==> src/rtl/regfile_pkg.sv <==
// regfile_pkg: shared widths, source ids and sequence-age helper for the writeback arbiter
package regfile_pkg;
    localparam int DATA_W = 32;
    localparam int ADDR_W = 5;
    localparam int SEQ_W  = 3;

    typedef enum logic {SRC_ALU = 1'b0, SRC_MEM = 1'b1} src_e;

    // a is older than b when the wrapped difference a - b is negative
    function automatic logic seq_older(input logic [SEQ_W-1:0] a, input logic [SEQ_W-1:0] b);
        logic [SEQ_W-1:0] d;
        d = a - b;
        return d[SEQ_W-1];
    endfunction
endpackage

==> src/rtl/regfile_write_arbiter_wb_fifo.sv <==
// wb_fifo: shift-register writeback queue; slot 0 is always the head, so no read pointer
module wb_fifo #(
    parameter int W     = 40,
    parameter int AW    = 5,
    parameter int A_LSB = 32,
    parameter int DEPTH = 2,
    localparam int CW   = $clog2(DEPTH + 1)
) (
    input  logic                     clk_i,
    input  logic                     rst_i,
    input  logic                     push_i,
    input  logic                     pop_i,
    input  logic [W-1:0]             din_i,
    output logic [W-1:0]             head_o,
    output logic [DEPTH-1:0][AW-1:0] rw_o,
    output logic [DEPTH-1:0]         vld_o,
    output logic [CW-1:0]            cnt_o
);
    logic [DEPTH-1:0][W-1:0] mem_q, mem_d;
    logic [CW-1:0] cnt_q, cnt_d, wr_idx;

    always_comb begin
        rw_o = '0;
        vld_o = '0;
        wr_idx = cnt_q - CW'(pop_i);
        cnt_d = cnt_q + CW'(push_i) - CW'(pop_i);
        mem_d = mem_q;
        for (int k = 0; k < DEPTH - 1; k++)
            if (pop_i) mem_d[k] = mem_q[k+1];
        for (int k = 0; k < DEPTH; k++) begin
            if (push_i && wr_idx == CW'(k)) mem_d[k] = din_i;
            rw_o[k] = mem_q[k][A_LSB +: AW];
            vld_o[k] = CW'(k) < cnt_q;
        end
    end

    always_ff @(posedge clk_i or posedge rst_i) begin
        if (rst_i) begin
            mem_q <= '0;
            cnt_q <= '0;
        end else begin
            mem_q <= mem_d;
            cnt_q <= cnt_d;
        end
    end

    assign head_o = mem_q[0];
    assign cnt_o  = cnt_q;
endmodule

==> src/rtl/regfile_write_arbiter.sv <==
// regfile_write_arbiter: merges ALU and load writebacks onto the single register-file write port,
// keeping per-source order and letting the older of two writes to the same register land first.
module regfile_write_arbiter #(
    parameter int DATA_W = regfile_pkg::DATA_W,
    parameter int ADDR_W = regfile_pkg::ADDR_W,
    parameter int DEPTH  = 2
) (
    input  logic              clock,
    input  logic              reset,
    input  logic              alu_valid,
    input  logic [ADDR_W-1:0] alu_rw,
    input  logic [DATA_W-1:0] alu_data,
    output logic              alu_ready,
    input  logic              mem_valid,
    input  logic [ADDR_W-1:0] mem_rw,
    input  logic [DATA_W-1:0] mem_data,
    output logic              mem_ready,
    output logic [ADDR_W-1:0] RW,
    output logic [DATA_W-1:0] BusW,
    output logic              sig_enable_write,
    output logic [31:0]       pending,
    output logic              busy
);
    import regfile_pkg::*;

    localparam int EW = SEQ_W + ADDR_W + DATA_W;
    localparam int CW = $clog2(DEPTH + 1);

    logic [EW-1:0] a_head, m_head;
    logic [DEPTH-1:0][ADDR_W-1:0] a_tag, m_tag;
    logic [DEPTH-1:0] a_vld, m_vld;
    logic [CW-1:0] a_cnt, m_cnt;
    logic [SEQ_W-1:0] a_seq, m_seq, seq_q, seq_d;
    logic [ADDR_W-1:0] a_rw, m_rw, rw_q, rw_d;
    logic [DATA_W-1:0] a_data, m_data, bus_q, bus_d;
    logic a_push, m_push, a_pop, m_pop, we_q, we_d;
    src_e pick, last_q, last_d;

    assign alu_ready = a_cnt < CW'(DEPTH);
    assign mem_ready = m_cnt < CW'(DEPTH);
    // R0 writes are acknowledged but never enter a queue
    assign a_push = alu_valid && alu_ready && alu_rw != '0;
    assign m_push = mem_valid && mem_ready && mem_rw != '0;
    assign {a_seq, a_rw, a_data} = a_head;
    assign {m_seq, m_rw, m_data} = m_head;

    // on a simultaneous accept the MEM entry takes the lower sequence number
    wb_fifo #(.W(EW), .AW(ADDR_W), .A_LSB(DATA_W), .DEPTH(DEPTH)) u_alu_q (
        .clk_i(clock), .rst_i(reset), .push_i(a_push), .pop_i(a_pop),
        .din_i({seq_q + SEQ_W'(m_push), alu_rw, alu_data}),
        .head_o(a_head), .rw_o(a_tag), .vld_o(a_vld), .cnt_o(a_cnt)
    );

    wb_fifo #(.W(EW), .AW(ADDR_W), .A_LSB(DATA_W), .DEPTH(DEPTH)) u_mem_q (
        .clk_i(clock), .rst_i(reset), .push_i(m_push), .pop_i(m_pop),
        .din_i({seq_q, mem_rw, mem_data}),
        .head_o(m_head), .rw_o(m_tag), .vld_o(m_vld), .cnt_o(m_cnt)
    );

    always_comb begin
        pick = (a_vld[0] && m_vld[0])
             ? ((a_rw == m_rw) ? (seq_older(m_seq, a_seq) ? SRC_MEM : SRC_ALU)
                               : ((last_q == SRC_MEM) ? SRC_ALU : SRC_MEM))
             : (m_vld[0] ? SRC_MEM : SRC_ALU);
        we_d = a_vld[0] || m_vld[0];
        a_pop = we_d && pick == SRC_ALU;
        m_pop = we_d && pick == SRC_MEM;
        rw_d = a_pop ? a_rw : (m_pop ? m_rw : '0);
        bus_d = a_pop ? a_data : (m_pop ? m_data : '0);
        last_d = we_d ? pick : last_q;
        seq_d = seq_q + SEQ_W'(a_push) + SEQ_W'(m_push);
    end

    always_comb begin
        pending = we_q ? 32'(1) << rw_q : '0;
        for (int k = 0; k < DEPTH; k++) begin
            if (a_vld[k]) pending = pending | 32'(1) << a_tag[k];
            if (m_vld[k]) pending = pending | 32'(1) << m_tag[k];
        end
        pending[0] = 1'b0;
    end

    always_ff @(posedge clock or posedge reset) begin
        if (reset) begin
            seq_q  <= '0;
            last_q <= SRC_MEM;
            we_q   <= 1'b0;
            rw_q   <= '0;
            bus_q  <= '0;
        end else begin
            seq_q  <= seq_d;
            last_q <= last_d;
            we_q   <= we_d;
            rw_q   <= rw_d;
            bus_q  <= bus_d;
        end
    end

    assign RW               = rw_q;
    assign BusW             = bus_q;
    assign sig_enable_write = we_q;
    assign busy             = a_vld[0] || m_vld[0] || we_q;
endmodule

==> config.mk <==
export PLATFORM = sky130hd
export DESIGN_NAME = regfile_write_arbiter
export DESIGN_NICKNAME = d
export VERILOG_FILES = /design/src/rtl/regfile_pkg.sv /design/src/rtl/regfile_write_arbiter_wb_fifo.sv /design/src/rtl/regfile_write_arbiter.sv
export SDC_FILE = /design/constraint.sdc
export NUM_CORES = 1
export LEC_CHECK = 0
export ABC_AREA = 1
export CAP_MARGIN = 20
export CORE_MARGIN = 3
export CORE_UTILIZATION = 45
export CTS_CLUSTER_DIAMETER = 150
export DETAILED_ROUTE_END_ITERATION = 8
export GPL_TIMING_DRIVEN = 0
export PLACE_DENSITY = 0.68
export SETUP_SLACK_MARGIN = 0.05
export SLEW_MARGIN = 20
export SYNTH_ARGS = -nofsm -noshare
export SYNTH_HDL_FRONTEND = slang
export SYNTH_SLANG_ARGS = --single-unit
==> constraint.sdc <==
create_clock -name clock -period 8.8 [get_ports clock]
set_input_delay 1.76 -clock clock [delete_from_list [all_inputs] [get_ports clock]]
set_output_delay 1.76 -clock clock [all_outputs]
set_load 0.01 [all_outputs]
After elaboration in Yosys (flattened, before gate mapping) --
Index checks and enable logic that the tools add are counted.
Word-level totals: bits in registers 206, input port bits 78, output and inout port bits 73, word-level logic and storage cells 77
Cells by class: $add $sub $neg 10, $lt $le $gt $ge 6, eq/ne operators 3, shift operators 5, mux-type cells 18, bitwise operators 5, reduce and logical (&&, ||, !) cells 19
Operator list (number):
- 32-bit two-way mux | 7
- 40-bit two-way mux | 4
- 1-bit by 5-bit left shift with 32-bit output (first input constant) | 5
- 32-bit OR | 4
- 1-bit logical AND | 11
- 5-bit two-way mux | 2
- 5-bit nonzero test | 2
- 3-bit by 1-bit adder with 3-bit output | 3
- 1-bit by 2-bit less-than comparator with 1-bit output (first input constant) | 4
- 2-bit by 1-bit subtractor with 2-bit output | 4
- 5-bit == test | 1
- 1-bit two-way mux | 5
- 2-bit by 1-bit adder with 2-bit output | 2
- 2-bit by 1-bit == test with 1-bit output (second input constant) | 2
- 2-bit logical NOT | 2
- 2-bit less-than comparator (second input constant) | 2
- 2-bit nonzero test | 2
- 3-bit subtractor | 1
- 1-bit logical OR | 2
- 1-bit NOT | 1

Longest topological paths before layout --
Gate-level depths: netlist (run 1).
word-level depth 10, depth in mapped cells 23, mapped depth without buffers 19

By module --
A second synthesis (run 1) with hierarchy kept.
Unflattened totals: cell total of the unflattened synthesis 1703, area total of the unflattened synthesis 12146.6 µm²
Modules (own cells, without submodules):
- wb_fifo | times used 2, cells an instance 589, area an instance 4314.1 µm²
- regfile_write_arbiter | times used 1, cells an instance 525, area an instance 3518.4 µm²

Worst setup path after synthesis (run 1) --
Ideal clock, no wire load.
kind register to output, from register u_alu_q.cnt_q[1] (netlist: u_alu_q.cnt_o[1]), to output pending[18], data arrival time 1468 ps, data required time 7040 ps, setup slack 5572 ps, cell stages (with the launch flop) 9, path buffers 0, path through dfrtp_1 > inv_2 > nand2_1 > inv_1 > nor2_2 > inv_1 > nor2_2 > inv_1 > o2111ai_1
Between the ends: cells in the longest elaborated chain, start to end 8, elaborated cells on any way between the ends 9, those cells by class order compare: 2; mux: 4; bitwise: 3
RTL lines:
- start: declaration | RTL line regfile_write_arbiter_wb_fifo.sv:20 | logic [CW-1:0] cnt_q, cnt_d, wr_idx;
- start signal: assignment | RTL line regfile_write_arbiter_wb_fifo.sv:43 | cnt_q <= cnt_d;
- 1-bit by 2-bit less-than comparator with 1-bit output | RTL line regfile_write_arbiter_wb_fifo.sv:33 | vld_o[k] = CW'(k) < cnt_q;
- 32-bit two-way mux | RTL line regfile_write_arbiter.sv:77 | if (a_vld[k]) pending = pending | 32'(1) << a_tag[k];
- 32-bit OR | RTL line regfile_write_arbiter.sv:78 | if (m_vld[k]) pending = pending | 32'(1) << m_tag[k];
- 32-bit two-way mux | RTL line regfile_write_arbiter.sv:78
- 32-bit OR | RTL line regfile_write_arbiter.sv:77
- 32-bit two-way mux * | RTL line regfile_write_arbiter.sv:77
- 32-bit OR | RTL line regfile_write_arbiter.sv:78
- 32-bit two-way mux * | RTL line regfile_write_arbiter.sv:78
- end: declaration | RTL line regfile_write_arbiter.sv:21 | output logic [31:0] pending,
Mark *: on every way between the ends. The rest lies on a longest branch, timed or not.

Worst setup path after layout (run 1) --
from register u_mem_q.mem_q (netlist bit u_mem_q.head_o[36]), to output pending[22]
Between the ends: cells in the longest elaborated chain, start to end 7
RTL lines:
- start: declaration | RTL line regfile_write_arbiter_wb_fifo.sv:19 | logic [DEPTH-1:0][W-1:0] mem_q, mem_d;
- start signal: assignment | RTL line regfile_write_arbiter_wb_fifo.sv:42 | mem_q <= mem_d;
- 1-bit by 5-bit left shift with 32-bit output * | RTL line regfile_write_arbiter.sv:78
- 32-bit OR * | RTL line regfile_write_arbiter.sv:78
- 32-bit two-way mux * | RTL line regfile_write_arbiter.sv:78
- 32-bit OR | RTL line regfile_write_arbiter.sv:77
- 32-bit two-way mux * | RTL line regfile_write_arbiter.sv:77
- 32-bit OR | RTL line regfile_write_arbiter.sv:78
- 32-bit two-way mux * | RTL line regfile_write_arbiter.sv:78
Marked as above.

==> results.yml, run 1 <==
run:
  cap_violations: 0
place:
  gp_congestion: 0.983
  place_ws_ps: 4460
  portBuffers: 149
  hpwl_um: 23900
synthesis:
  synth_largest_area_cell: "dfrtp_1"
  synth_nets: 1446
  ys.flop_type: "dfrtp_1"
  syn_inst: 1359
  synth_area_um2: 10600
  yosysTopAreaCellShare: 0.482
  ys_seq_area_frac: 0.484
  synth_edf_count: 0
  yosys_warnings: 0
  synthTopCellsByArea: "dfrtp_1 48%, nand2_1 13%, o21ai_0 8.5%"
  yosys.cell_types.count: 36
  syn_area_per_cell_um2: 7.83
  ys_ff_latch: 206
  ys_async_sr_fraction: 1.00
setup_path:
  worstSetupPathType: "register to primary output"
  start_kind: "register"
  cp_cell_sequence: "inv_1 -> nor2_1 -> inv_1 -> nor2_1 -> a22oi_1 -> o2111ai_1 -> clkdlybuf4s50_1"
  reg2reg_slack_ps: 4960
  end_kind: "primary output"
  startpoint: "u_mem_q.head_o[36]"
  max_stage_delay_ps: 580
  reg2reg_depth: 22
  crit_path_max_fanout: 8
  worst-endpoint-arrival_ps: 3170
  required_ps: 7040
  r2r_end: "u_alu_q.mem_q[43]"
  worstReg2RegStart: "u_alu_q.head_o[35]"
  crit_end: "pending[22]"
  crit_path_top_delay_cell: "nor2_1"
clock_network:
  hold_buffers: 0
  clockRootBuffer: "clkbuf_16"
  cts_buffers: 23
  cts_tree: "built"
  cts.sinks: 206
  cts_setup_buffers: 0
  insertion_delay_ps: 520
  cts_resized: 0
  clk_pin_slew_ps: 70
  cts_max_level: 1
  cts_buffer_depth: 3
power_and_ir_drop:
  swShare: 0.460
  switchingPower_w: 0.00260
  vdd_ir_drop_max_mv: 0.233
  power.density_nw_per_um2: 425
  p_comb_frac: 0.547
  p_leak_nw: 6.34
  seq_power_share: 0.284
  internal-power_w: 0.00306
  p_total_w: 0.00566
  pwr-share-clk: 0.169
timing:
  fmax_mhz: 203
  drv_slew: 0
  holdWs_ps: 487
  finalCritPeriodShare: 0.560
  setup_tns_ps: 0
  tightest_slew_ps: 861
  setup_slack_ps: 3870
  setup_viol: 0
  rsz0062_at_grt: "false"
  hold_viol_final: 0
  min_period_ps: 4930
  finClkSkew_ps: 29.4
  max-slew-margin-rel: 0.422
route:
  dr_total_vias: 9803
  drt_wl_total_um: 32600
  avgRoutedWirePerCell_um: 17.5
  dr.max_layer_used: "met4"
  dr.first_iter.drc_count: 825
  ant_nets: 0
  drtPass1Iterations: 5
  dr_wl_met3_um: 2220
  drc_errors: 0
  wl_met1_um: 15400
  wl_met2_um: 14500
  viasPerCell: 5.27
worst_hold_path:
  hold_path.class: "register to register"
layout:
  drive_gt1_frac: 0.0724
  area_growth_pct: 25.0
  fin_nets: 1621
  layout_commonest_cell: "nand2_1"
  fin_util: 0.580
  diodes: 0
  most-common-layout-cells: "382 x nand2_1, 205 x dfrtp_1, 190 x inv_1"
global_routing:
  grt_pass1_wl_um: 52500
  grt_max_degree: 105
  track_usage: 0.252
  grt_pass1_vias: 9502
  antenna_found_initial: 0
  grt_overflow: 0
floorplan:
  die_h_um: 160
  die_x_um: 160
  core_area_um2: 22900
  boundaryPins: 151
  start_util: 0.464
  dieArea_um2: 25500
  num_rows: 55
run_status:
  status: "finished, final reports clean"
## area by class of cell
type | instances | area (um^2)
sequential | 206 | 5160
multi-input combinational | 877 | 4320
clock inverter | 3 | 68.8
tap | 313 | 392
timing repair buffer | 150 | 1520
buffer | 75 | 409
clock buffer | 35 | 671
fill | 2095 | 9620
inverter | 201 | 762
## worst max-delay path, delay by kind of cell, from the launching register on
kind / cells / cell delay (ps)
buffers and inverters: 3 / 900
AOI/OAI and AO/OA: 2 / 310
and+or+nand+nor: 2 / 1020
DFF: 1 / 410
## state kept, by name (all words and copies together) (netlist names)
signal / count
u_alu_q.mem_q: 35
seq_q: 3
u_alu_q.cnt_o: 2
u_mem_q.rw_o: 5
u_mem_q.mem_q: 35
u_alu_q.head_o: 40
u_alu_q.rw_o: 5
u_mem_q.cnt_o: 2
BusW: 32
last_q: 1
sig_enable_write: 1
u_mem_q.head_o: 40
RW: 5
## how the worst min path moves through the flow
stage                 startpoint                 to  slack [ps]  depth (start not counted)
2_1_floorplan  u_alu_q.mem_q[40]  u_alu_q.mem_q[40]         450                          2
3_3_place_gp   u_alu_q.mem_q[64]  u_alu_q.mem_q[64]         470                          2
3_5_place_dp   u_alu_q.mem_q[41]  u_alu_q.mem_q[41]         470                          2
5_1_grt        u_alu_q.mem_q[48]  u_alu_q.mem_q[48]         500                          2
6_report       u_alu_q.mem_q[41]  u_alu_q.mem_q[41]         490                          2
4_1_cts        u_alu_q.mem_q[67]  u_alu_q.mem_q[67]         490                          2
## per-stage QoR
step	cells	cell area (um^2)
6_report	1860	13300
4_1_cts	1860	13300
3_5_place_dp	1822	12600
2_1_floorplan	1359	10600
5_1_grt	1860	13300
3_3_place_gp	1821	12500
## routing by layer
layer | GRT usage | vias up
li1 | - | 4753
met1 | 0.390 | 4680
met2 | 0.378 | 337
met3 | 0.0387 | 33
met4 | 0.0493 | 0
met5 | 0 | -
## cells by family after synthesis
group / share of synthesized area
flip-flops: 0.484
buffers and inverters: 0.109
adder cells (fa/ha/maj): 0.0113
AO/OA/AOI/OAI: 0.169
other: 0.000352
XOR/XNOR: 0.00823
AND/OR/NAND/NOR: 0.217
## power groups by stage
stage	clock [W]	sequential, W	combinational (W)
finish	0.000953	0.00161	0.00309
global route	0.00100	0.00166	0.00343
CTS	0.000965	0.00160	0.00309
detailed placement	0	0.00162	0.00307
global placement	0	0.00161	0.00303
floorplan	0	0.00160	0.00199
## cells in the mapped netlist, types with 14 or more instances
master	number
o22ai_1	18
nor2_1	52
nand2_1	382
dfrtp_1	205
nand3_1	68
clkbuf_1	31
nor4_1	16
a22oi_1	15
a21oi_1	14
nor3_1	29
o21ai_0	180
o22ai_2	19
o21ai_1	20
inv_1	191
buf_2	29
o2111ai_1	19
(Power assumes the default switching activity.)
==> inputs of run 2 (changes only) <==
Clock period 8.8 ns to 4.8 ns, I/O delays scaled along.
==> run 2 against run 1 <==
Against the previous run: critical path depth did not move; core utilization rose by 0.67 points; total power rose by 85%; sequential power rose by 83%; clock power rose by 88%; critical path type unchanged.
==> results.yml, run 2 (synthesis gave the netlist of run 1 again) <==
setup_path:
  worstSetupPathType: "register to primary output"
  worst-endpoint-arrival_ps: 3210
  crit_path_max_fanout: 8
  reg2reg_depth: 21
  required_ps: 3840
  end_kind: "primary output"
  start_kind: "register"
global_routing:
  track_usage: 0.253
  grt_overflow: 0
  grt_max_degree: 35
  grt_pass1_wl_um: 52400
  antenna_found_initial: 0
  grt_pass1_vias: 9593
timing:
  finalCritPeriodShare: 0.869
  fmax_mhz: 240
  hold_viol_final: 0
  setup_viol: 0
  drv_slew: 0
  rsz0062_at_grt: "false"
  tightest_slew_ps: 828
  finClkSkew_ps: 16.2
  min_period_ps: 4170
  max-slew-margin-rel: 0.443
  holdWs_ps: 486
power_and_ir_drop:
  p_leak_nw: 6.42
  vdd_ir_drop_max_mv: 0.414
  switchingPower_w: 0.00484
  internal-power_w: 0.00561
  p_total_w: 0.0105
  swShare: 0.463
  power.density_nw_per_um2: 777
  p_comb_frac: 0.546
  seq_power_share: 0.282
  pwr-share-clk: 0.172
route:
  dr.first_iter.drc_count: 908
  drc_errors: 0
  wl_met2_um: 14300
  dr_total_vias: 9982
  avgRoutedWirePerCell_um: 17.7
  viasPerCell: 5.34
  ant_nets: 0
  wl_met1_um: 15100
  drt_wl_total_um: 33000
  dr_wl_met3_um: 2810
  drtPass1Iterations: 5
  dr.max_layer_used: "met4"
clock_network:
  cts_max_level: 1
  cts_buffers: 23
  cts_buffer_depth: 3
  insertion_delay_ps: 520
  hold_buffers: 0
  cts_setup_buffers: 0
  cts_tree: "built"
  clockRootBuffer: "clkbuf_16"
  cts.sinks: 206
  cts_resized: 0
  clk_pin_slew_ps: 60
floorplan:
  boundaryPins: 151
  die_x_um: 160
  start_util: 0.464
  dieArea_um2: 25500
  num_rows: 55
  core_area_um2: 22900
  die_h_um: 160
layout:
  fin_nets: 1627
  layout_commonest_cell: "nand2_1"
  fin_util: 0.587
  most-common-layout-cells: "382 x nand2_1, 205 x dfrtp_1, 190 x inv_1"
  diodes: 0
  area_growth_pct: 26.4
  drive_gt1_frac: 0.0796
run_status:
  status: "finished, final reports clean"
run:
  cap_violations: 0
place:
  hpwl_um: 24600
  portBuffers: 149
  gp_congestion: 0.958
worst_hold_path:
  hold_path.class: "register to register"
  holdPathStages: 2
[run 2: cell count changes in the layout (fill, tap and decap cells not counted)]
cell | previous run | this run
inv_8 | 1 | 0
clkinvlp_4 | 0 | 1
clkbuf_1 | 38 | 36
buf_12 | 0 | 5
clkinv_2 | 0 | 6
buf_16 | 1 | 2
inv_16 | 0 | 1
clkbuf_8 | 5 | 4
[run 2: path summary, 6_finish.rpt]
kind | from | to | slack [ps]
worst min register to register | u_alu_q.mem_q[46] | u_alu_q.mem_q[46] | 490
worst max register to register | u_mem_q.head_o[34] | u_alu_q.mem_q[45] | 1050
max in group asynchronous | reset | u_mem_q.mem_q[71] | 2810
worst max-delay path | u_mem_q.cnt_o[1] | pending[22] | 630
worst min-delay path | u_alu_q.mem_q[46] | u_alu_q.mem_q[46] | 490
min in group asynchronous | reset | RW[1] | 810
[run 2: metrics by stage]
step / cell area [um^2] / setup slack (ps) / std cells / setup TNS (ps)
final: 13500 / 629 / 1870 / 0
after global routing: 13500 / 476 / 1870 / 0
after CTS: 13500 / 669 / 1870 / 0
after detailed placement: 12700 / 1080 / 1828 / 0
after global placement: 12500 / -494 / 1821 / -97340
after floorplan: 10600 / 1170 / 1359 / 0
[run 2: final cells by class]
type                       count  area, um^2
timing repair buffer         156        1650
clock inverter                10         119
tap                          313         392
clock buffer                  32         649
fill                        2139        9460
inverter                     201         758
sequential                   206        5160
multi-input combinational    877        4320
buffer                        75         409
[run 2: per-layer routing]
layer  vias to the layer above  track usage
met5                         -            0
met3                        63       0.0482
met4                         0       0.0675
met2                       432        0.380
met1                      4720        0.376
li1                       4767            -
[run 2: power groups by stage]
stage	combinational [W]	sequential, W	clock (W)
after floorplan	0.00365	0.00293	0
after global placement	0.00555	0.00295	0
after detailed placement	0.00564	0.00297	0
after CTS	0.00568	0.00294	0.00182
after global routing	0.00632	0.00303	0.00189
final	0.00571	0.00295	0.00179
[run 2: critical path, cell delays in order, from the launching register on]
cell             delay [ps]
dfrtp_1                 410
nor2_1                  120
nor2_1                  410
inv_1                   220
nor2_1                  610
a22oi_1                 200
o2111ai_1               140
clkdlybuf4s50_1         580
==> inputs of run 3 (changes only) <==
Settings changed: CORE_MARGIN 3 to default.
==> run 3 against run 2 <==
Against the previous run: sequential cell count did not move; cell count rose by 0.11%; clock skew barely moved; largest cell class unchanged.
==> results.yml, run 3 (synthesis gave the netlist of run 1 again) <==
run_status:
  status: "finished, final reports clean"
global_routing:
  grt_overflow: 0
  grt_max_degree: 33
  track_usage: 0.278
  antenna_found_initial: 0
  grt_pass1_vias: 9669
  grt_pass1_wl_um: 52500
layout:
  area_growth_pct: 27.5
  most-common-layout-cells: "382 x nand2_1, 205 x dfrtp_1, 190 x inv_1"
  fin_util: 0.592
  fin_nets: 1628
  layout_commonest_cell: "nand2_1"
  diodes: 0
  drive_gt1_frac: 0.0815
place:
  place_ws_ps: 1090
  hpwl_um: 24800
  gp_congestion: 0.967
  portBuffers: 149
setup_path:
  cp.buffers_inverters: 3
  reg2reg_slack_ps: 1000
  max_stage_delay_ps: 630
  r2r_end: "u_alu_q.mem_q[47]"
  worstSetupPathType: "register to primary output"
  required_ps: 3840
  worst-endpoint-arrival_ps: 3160
  worstReg2RegStart: "u_mem_q.head_o[34]"
  crit_end: "pending[26]"
  start_kind: "register"
  crit_family: "buffers and inverters"
  crit_path_top_delay_cell: "nor3_1"
  cp_cell_sequence: "clkbuf_1 -> inv_1 -> nor3_1 -> nand2_1 -> o2111ai_1 -> clkdlybuf4s50_1"
  end_kind: "primary output"
  cp.depth: 6
  crit_path_max_fanout: 10
  startpoint: "u_mem_q.rw_o[6]"
  reg2reg_depth: 21
route:
  avgRoutedWirePerCell_um: 17.7
  dr.first_iter.drc_count: 858
  drt_wl_total_um: 33100
  dr_total_vias: 9962
  drc_errors: 0
  drtPass1Iterations: 5
  ant_nets: 0
  viasPerCell: 5.32
power_and_ir_drop:
  swShare: 0.451
  p_leak_nw: 6.46
  pwr-share-clk: 0.191
  power.density_nw_per_um2: 789
  p_comb_frac: 0.532
  vdd_ir_drop_max_mv: 0.414
  switchingPower_w: 0.00483
  internal-power_w: 0.00587
  seq_power_share: 0.276
floorplan:
  dieArea_um2: 24300
  core_area_um2: 22900
  die_x_um: 156
  die_h_um: 156
  num_rows: 55
  start_util: 0.464
  boundaryPins: 151
clock_network:
  cts_max_level: 1
  cts_tree: "built"
  cts_setup_buffers: 0
  cts_resized: 0
  cts_buffers: 24
  clk_pin_slew_ps: 60
  hold_buffers: 0
  cts_buffer_depth: 3
  insertion_delay_ps: 510
  clockRootBuffer: "clkbuf_16"
  cts.sinks: 206
timing:
  max-slew-margin-rel: 0.359
  fmax_mhz: 243
  finClkSkew_ps: 15.7
  setup_slack_ps: 680
  setup_viol: 0
  hold_viol_final: 0
  tightest_slew_ps: 958
  drv_slew: 0
  finalCritPeriodShare: 0.858
  rsz0062_at_grt: "false"
  min_period_ps: 4120
worst_hold_path:
  hold_path.class: "register to register"
  min_from: "u_alu_q.mem_q[59]"
  holdPathStages: 2
run:
  cap_violations: 0
## run 3: cell types whose count changed in the layout (fill, tap and decap cells not counted), sizes merged
cell,change
inv,-2
clkinv,-2
clkinvlp,+2
bufinv,+4
## run 3: through the flow
step	setup TNS (ps)	instances	hold WS [ps]	total power, W	area [um^2]
final	0	1872	483	0.0107	13600
after global routing	0	1872	511	0.0115	13600
after CTS	0	1872	487	0.0107	13600
after detailed placement	0	1828	473	0.00860	12700
after global placement	-97790	1821	465	0.00850	12500
after floorplan	0	1359	453	0.00658	10600
## run 3: power groups by stage
stage               logic (W)  clock network (W)  registers, W
global placement      0.00555                  0       0.00295
CTS                   0.00568            0.00207       0.00295
detailed placement    0.00563                  0       0.00297
global route          0.00632            0.00215       0.00304
floorplan             0.00365                  0       0.00293
finish                0.00569            0.00205       0.00296
## run 3: cell type report
type / count / area [um^2]
inverter: 201 / 758
clock inverter: 12 / 215
sequential: 206 / 5160
buffer: 75 / 409
clock buffer: 32 / 682
multi-input combinational: 877 / 4320
timing repair buffer: 156 / 1630
fill: 2084 / 9350
tap: 313 / 392
## run 3: worst min-delay path by stage
| stage | slack [ps] | end |
|---|---|---|
| final | 480 | u_alu_q.mem_q[59] |
| after global placement | 470 | u_mem_q.mem_q[40] |
| after CTS | 490 | u_mem_q.mem_q[40] |
| after floorplan | 450 | u_alu_q.mem_q[40] |
| after global routing | 510 | u_alu_q.mem_q[69] |
| after detailed placement | 470 | u_mem_q.mem_q[40] |
## run 3: worst register-to-register path: stages, from the launching register on
cell and delay [ps]:
dfrtp_1 540, inv_2 190, nand2_1 90, nand2_1 70
inv_1 60, nand2_1 50, nor2_1 100, nand2_1 90
nand2_1 60, nand2_1 50, nand3_2 180, buf_6 190
buf_6 190, inv_1 110, ha_1 200, xor2_1 180
nor3_1 430, inv_1 260, buf_2 260, buf_2 210
nand2_1 70, o21ai_0 80
## run 3: metal layers
| metal | vias up | global-route usage | wire [um] |
|---|---|---|---|
| met2 | 372 | 0.426 | 14600 |
| met3 | 51 | 0.0269 | 1860 |
| met1 | 4767 | 0.419 | 15800 |
| met5 | - | 0 | 0 |
| li1 | 4772 | - | - |
| met4 | 0 | 0.0752 | 769 |
